==> src/rtl/fb_pattern_writer.sv <==
// rtl/fb_pattern_writer.sv - Wishbone classic write master filling a linear framebuffer with a test pattern
module fb_pattern_writer #(
   parameter int          HDISP = 800,
   parameter int          VDISP = 480,
   parameter logic [31:0] BASE  = 32'h0
) (
   input  logic        clk,
   input  logic        rst_n,
   input  logic        start,
   input  logic        stop,
   input  logic        continuous,
   input  logic [1:0]  mode,
   input  logic [23:0] color,
   output logic [31:0] adr,
   output logic [31:0] dat_ms,
   output logic        we,
   output logic [3:0]  sel,
   output logic [2:0]  cti,
   output logic [1:0]  bte,
   output logic        cyc,
   output logic        stb,
   input  logic        ack,
   input  logic        err,
   output logic        busy,
   output logic        frame_done,
   output logic [15:0] frame_cnt,
   output logic        err_flag
);

   localparam int XW = (HDISP > 1) ? $clog2(HDISP) : 1;
   localparam int YW = (VDISP > 1) ? $clog2(VDISP) : 1;
   localparam logic [XW-1:0] X_LAST = XW'(HDISP - 1);
   localparam logic [YW-1:0] Y_LAST = YW'(VDISP - 1);

   typedef enum logic {S_IDLE, S_WRITE} state_t;

   state_t        r_state;
   logic [XW-1:0] r_x;
   logic [YW-1:0] r_y;
   logic [1:0]    r_mode;
   logic [23:0]   r_color;
   logic          r_busy;
   logic          r_stop_pending;
   logic          r_frame_done;
   logic [15:0]   r_frame_cnt;
   logic          r_err_flag;

   logic [31:0]   w_x32;
   logic [31:0]   w_y32;
   logic [31:0]   w_lin;
   logic [2:0]    w_bar;
   logic [23:0]   w_rgb;
   logic          w_last_x;
   logic          w_last_pix;
   logic          w_stop;
   logic [XW-1:0] w_x_next;
   logic [YW-1:0] w_y_next;

   assign w_x32      = 32'(r_x);
   assign w_y32      = 32'(r_y);
   assign w_lin      = w_y32 * 32'(HDISP) + w_x32;
   assign w_last_x   = (r_x == X_LAST);
   assign w_last_pix = w_last_x && (r_y == Y_LAST);
   assign w_stop     = stop || r_stop_pending;
   assign w_x_next   = w_last_x ? '0 : r_x + XW'(1);
   assign w_y_next   = !w_last_x ? r_y : ((r_y == Y_LAST) ? '0 : r_y + YW'(1));

   // Bar index = number of bar edges at or left of x; edges use integer division.
   always_comb begin
      w_bar = 3'd0;
      for (int i = 1; i < 8; i++) begin
         if (w_x32 >= 32'((i * HDISP) / 8)) w_bar = 3'(i);
      end
   end

   always_comb begin
      w_rgb = r_color;
      case (r_mode)
         2'd0: w_rgb = r_color;
         2'd1: begin
            case (w_bar)
               3'd0:    w_rgb = 24'hFFFFFF;
               3'd1:    w_rgb = 24'hFFFF00;
               3'd2:    w_rgb = 24'h00FFFF;
               3'd3:    w_rgb = 24'h00FF00;
               3'd4:    w_rgb = 24'hFF00FF;
               3'd5:    w_rgb = 24'hFF0000;
               3'd6:    w_rgb = 24'h0000FF;
               default: w_rgb = 24'h000000;
            endcase
         end
         2'd2:    w_rgb = (w_x32[4] ^ w_y32[4]) ? 24'h000000 : 24'hFFFFFF;
         default: w_rgb = {w_x32[7:0], w_y32[7:0], r_frame_cnt[7:0]};
      endcase
   end

   always_ff @(posedge clk or negedge rst_n) begin
      if (!rst_n) begin
         r_state        <= S_IDLE;
         r_x            <= '0;
         r_y            <= '0;
         r_mode         <= 2'd0;
         r_color        <= 24'h0;
         r_busy         <= 1'b0;
         r_stop_pending <= 1'b0;
         r_frame_done   <= 1'b0;
         r_frame_cnt    <= 16'h0;
         r_err_flag     <= 1'b0;
      end else begin
         r_frame_done <= 1'b0;
         case (r_state)
            S_IDLE: begin
               if (start) begin
                  r_mode         <= mode;
                  r_color        <= color;
                  r_x            <= '0;
                  r_y            <= '0;
                  r_err_flag     <= 1'b0;
                  r_stop_pending <= 1'b0;
                  r_busy         <= 1'b1;
                  r_state        <= S_WRITE;
               end
            end
            default: begin
               if (stop) r_stop_pending <= 1'b1;
               // err wins over a simultaneous ack: the same pixel is retried.
               if (err) begin
                  r_err_flag <= 1'b1;
               end else if (ack) begin
                  r_x <= w_x_next;
                  r_y <= w_y_next;
                  if (w_last_pix) begin
                     r_frame_done <= 1'b1;
                     r_frame_cnt  <= r_frame_cnt + 16'd1;
                  end
                  if (w_last_pix && continuous && !w_stop) begin
                     r_mode  <= mode;
                     r_color <= color;
                  end else if (w_last_pix || w_stop) begin
                     r_busy         <= 1'b0;
                     r_stop_pending <= 1'b0;
                     r_state        <= S_IDLE;
                  end
               end
            end
         endcase
      end
   end

   assign adr        = BASE + (w_lin << 2);
   assign dat_ms     = {8'h00, w_rgb};
   assign we         = 1'b1;
   assign sel        = 4'b1111;
   assign cti        = 3'b000;
   assign bte        = 2'b00;
   assign cyc        = r_busy;
   assign stb        = r_busy;
   assign busy       = r_busy;
   assign frame_done = r_frame_done;
   assign frame_cnt  = r_frame_cnt;
   assign err_flag   = r_err_flag;

endmodule

==> config.mk <==
export PLATFORM = sky130hd
export DESIGN_NAME = fb_pattern_writer
export DESIGN_NICKNAME = d
export VERILOG_FILES = /design/src/rtl/fb_pattern_writer.sv
export SDC_FILE = /design/constraint.sdc
export NUM_CORES = 1
export LEC_CHECK = 0
export ABC_AREA = 1
export BUFFER_PORTS_ARGS = -buffer_cell sky130_fd_sc_hd__buf_2
export CORE_MARGIN = 5
export CORE_UTILIZATION = 55
export DETAILED_ROUTE_END_ITERATION = 10
export MAX_ROUTING_LAYER = met4
export PLACE_DENSITY = 0.79
export SKIP_LAST_GASP = 1
export SLEW_MARGIN = 15
export SYNTH_ARGS = -nofsm -noshare
export SYNTH_HDL_FRONTEND = slang
export SYNTH_SLANG_ARGS = --single-unit
==> constraint.sdc <==
create_clock -name clk -period 5.67 [get_ports clk]
set_input_delay 0.567 -clock clk [delete_from_list [all_inputs] [get_ports clk]]
set_output_delay 0.567 -clock clk [all_outputs]
set_load 0.02 [all_outputs]
==> impl_metrics.tcl <==
set metrics [dict create \
    status "completed" \
    final_layout_size_suffix_gt1_frac 0.167 \
    via_count 4851 \
    post_cts_buffers 0 \
    synthTopCellsByArea "dfrtp_1 (31%), nand2_1 (14%), ha_1 (9.7%)" \
    drt_first_pass_iters 5 \
    yosysUniqueCellTypes 41 \
    syn_area_per_cell_um2 7.18 \
    setup-violations-final 0 \
    endpoint_kind "primary output" \
    post-route-util 0.638 \
    synth_top_family_by_area "simple AND/OR/NAND/NOR gates" \
    yosys_warnings 0 \
    place_area_um2 5730 \
    seq_area_frac_synth 0.312 \
    clock_sinks 66 \
    gp_congestion 0.922 \
    timing.fmax_mhz 234 \
    slowest_delay_ns 0.49 \
    rsz0062_at_grt "no" \
    syn_area_um2 5290 \
    clk_pin_slew_ns 0.08 \
    root_buffer "clkbuf_8" \
    synth_compound_area_frac 0.0823 \
    stdcell_area_um2 5950 \
    worst_path_most_repeated_cell "nand2_1" \
    worstMarginPinSlew_ns 0.833 \
    critPathArrivalTime_ns 3.70 \
    setup-tns-final_ns 0 \
    die_w_um 108 \
    totalWireLength_um 12700 \
    area_growth_pct 12.4 \
    power_leakage_uw 0.00337 \
    synth_xor_area_frac 0.0513 \
    antenna_left 0 \
    drv_cap 0 \
    pin_count 128 \
    wl_per_cell_um 13.3 \
    startpoint_type "flop" \
    grt_pass1_vias 4691 \
    peakVddDrop_v 0.000289 \
    diodes 0 \
    drtIter0Drc 361 \
    cts-resized-gates 0 \
    maxSlewViolCount 0 \
    hold_violations 0 \
    viasPerCell 5.05 \
    antenna_found_initial 0 \
    core_um2 9330 \
    drc 0 \
    fin_nets 905 \
    cp.required_ns 5.10 \
    crit_chain "ha_1 > ha_1 > inv_1 > fa_1 > inv_1 > ha_1 > nand2_1 > nand3_1 > nand2_1 > nand2_1 > nor2_1 > nand2_1 > nor2_1 > nand3_1 > nand2_1 > nand2_1 > buf_2" \
    cts_buffer_depth 2 \
    netlist.area_leader.share 0.312 \
    p_total_uw 2940 \
    synthAdderAreaFrac 0.116 \
    cpMaxStageDelayCell "fa_1" \
    synth_top_area_cell "dfrtp_1" \
    critical_path_class "flop to primary output" \
    syn_inst 737 \
    grt_remaining_overflow 0 \
    synth.area.mux_share 0 \
    fin_crit_ns 4.27 \
    final.fill_count 850 \
    worstSkewPairLatency_ns 0.35 \
    synth_simple_gate_area_frac 0.285 \
    cts_buffers 9 \
    die-area_um2 11700 \
    skew_ns 0.0105 \
    grt_max_degree 67 \
    synth-seq-cells 66 \
    worst_slew_margin_rel 0.444 \
    powerDensity_nw_per_um2 495 \
    io_buffers 97 \
    gr-usage-all-layers 0.225 \
    setup_slack_ns 1.40 \
    fp.dieH_um 108 \
    path_max_fanout 7 \
    tritoncts "done" \
    min_path_type "input port to asynchronous set/reset pin" \
    start_util 0.567 \
    htree_num_levels 3 \
    hpwl_um 10000 \
    row_count 35 \
    fin_crit_sh 0.753 \
    dp_slack_ns 1.76 \
    grt_pass1_wl_um 20800 \
    cts_hold_buffers 0 \
]
[cell type report]
class                      instances  area [um^2]  share of cell area
sequential                        66         1650               0.278
timing repair buffer             100          508              0.0854
inverter                         122          460              0.0774
tap                              129          161              0.0271
clock buffer                      11          151              0.0255
multi-input combinational        527         2950               0.496
clock inverter                     5         62.6              0.0105
[cells by family (layout without fill, tap and decap cells)]
family                     after synthesis  in the layout
and+or+nand+nor                        341            341
buffers and inverters                  172            238
AOI/OAI and AO/OA                       79             79
DFF                                     66             66
adders and majority gates               46             46
xor gates and xnor gates                31             31
other                                    2             30
[flip-flops by register name (all words and copies together), names as in the netlist]
name,flops
busy,1
err_flag,1
frame_cnt,16
frame_done,1
r_color,24
r_mode,2
r_state,1
r_stop_pending,1
r_x,10
r_y,9
[power breakdown]
group,internal (uW),switching (uW)
sequential,572,114
combinational,613,1220
clock,228,193
[worst paths after layout]
kind,depth (start not counted),to,slack (ns),start
worst max-delay path,17,adr[19],1.40,r_y[2]
worst min-delay path,2,frame_cnt[1],0.38,rst_n
worst max register to register,9,r_color[22],3.39,r_y[0]
worst min register to register,2,r_color[9],0.49,r_color[9]
max in group asynchronous,2,r_color[11],4.73,rst_n
min in group clk,3,r_color[0],0.45,color[0]
[per-layer routing]
layer / vias to the layer above / part of all wire / global-route usage
met5: - / 0 / -
met4: 0 / 0.014 / 0.0595
met3: 17 / 0.079 / 0.0585
met2: 172 / 0.47 / 0.364
met1: 2216 / 0.44 / 0.281
li1: 2446 / - / -
[stage by stage]
step | cells | hold WS, ns
detailed placement | 944 | 0.473
finish | 960 | 0.376
global route | 960 | 0.446
floorplan | 765 | 0.271
CTS | 960 | 0.425
global placement | 944 | 0.466
[layout by cell type (no fill, tap or decap), types with 2 or more instances in the layout]
cell type | Yosys | routed
a21oi_1 | 20 | 20
a31oi_1 | 2 | 2
buf_2 | 3 | 97
buf_4 | 37 | 3
clkbuf_8 | 0 | 11
clkinv_4 | 0 | 2
clkinvlp_4 | 0 | 2
conb_1 | 2 | 30
dfrtp_1 | 66 | 66
fa_1 | 5 | 5
ha_1 | 41 | 41
inv_1 | 118 | 118
inv_2 | 3 | 3
nand2_1 | 197 | 197
nand2_2 | 2 | 2
nand2_4 | 2 | 2
nand3_1 | 44 | 44
nand3b_1 | 4 | 4
nand4_1 | 20 | 20
nor2_1 | 51 | 51
nor2_2 | 2 | 2
nor2_4 | 5 | 5
nor3_1 | 6 | 6
nor4_1 | 4 | 4
o21ai_0 | 31 | 31
o21ai_1 | 18 | 18
xnor2_1 | 8 | 8
xor2_1 | 23 | 23
[cells in the mapped netlist (all sizes together)]
cell      n
ha       41
fa        5
xnor2     8
o22ai     1
a41oi     1
o21ai    50
nand3b    4
conb      2
nand3    45
o211ai    1
a211oi    1
o21a      1
nor4      4
xor2     23
nand2   201
nor3b     1
a21oi    21
nor3      8
a31oi     2
inv     122
nand4    20
buf      41
clkbuf    9
dfrtp    66
a22o      1
nor2     58
[worst max-delay path, delay by kind of cell, from the launching register on]
family	cells	cell delay, ns
and+or+nand+nor	10	1.18
DFF	1	0.46
adders and majority gates	4	1.48
buffers and inverters	3	0.24
No activity file was read; power rests on OpenSTA's default activity.
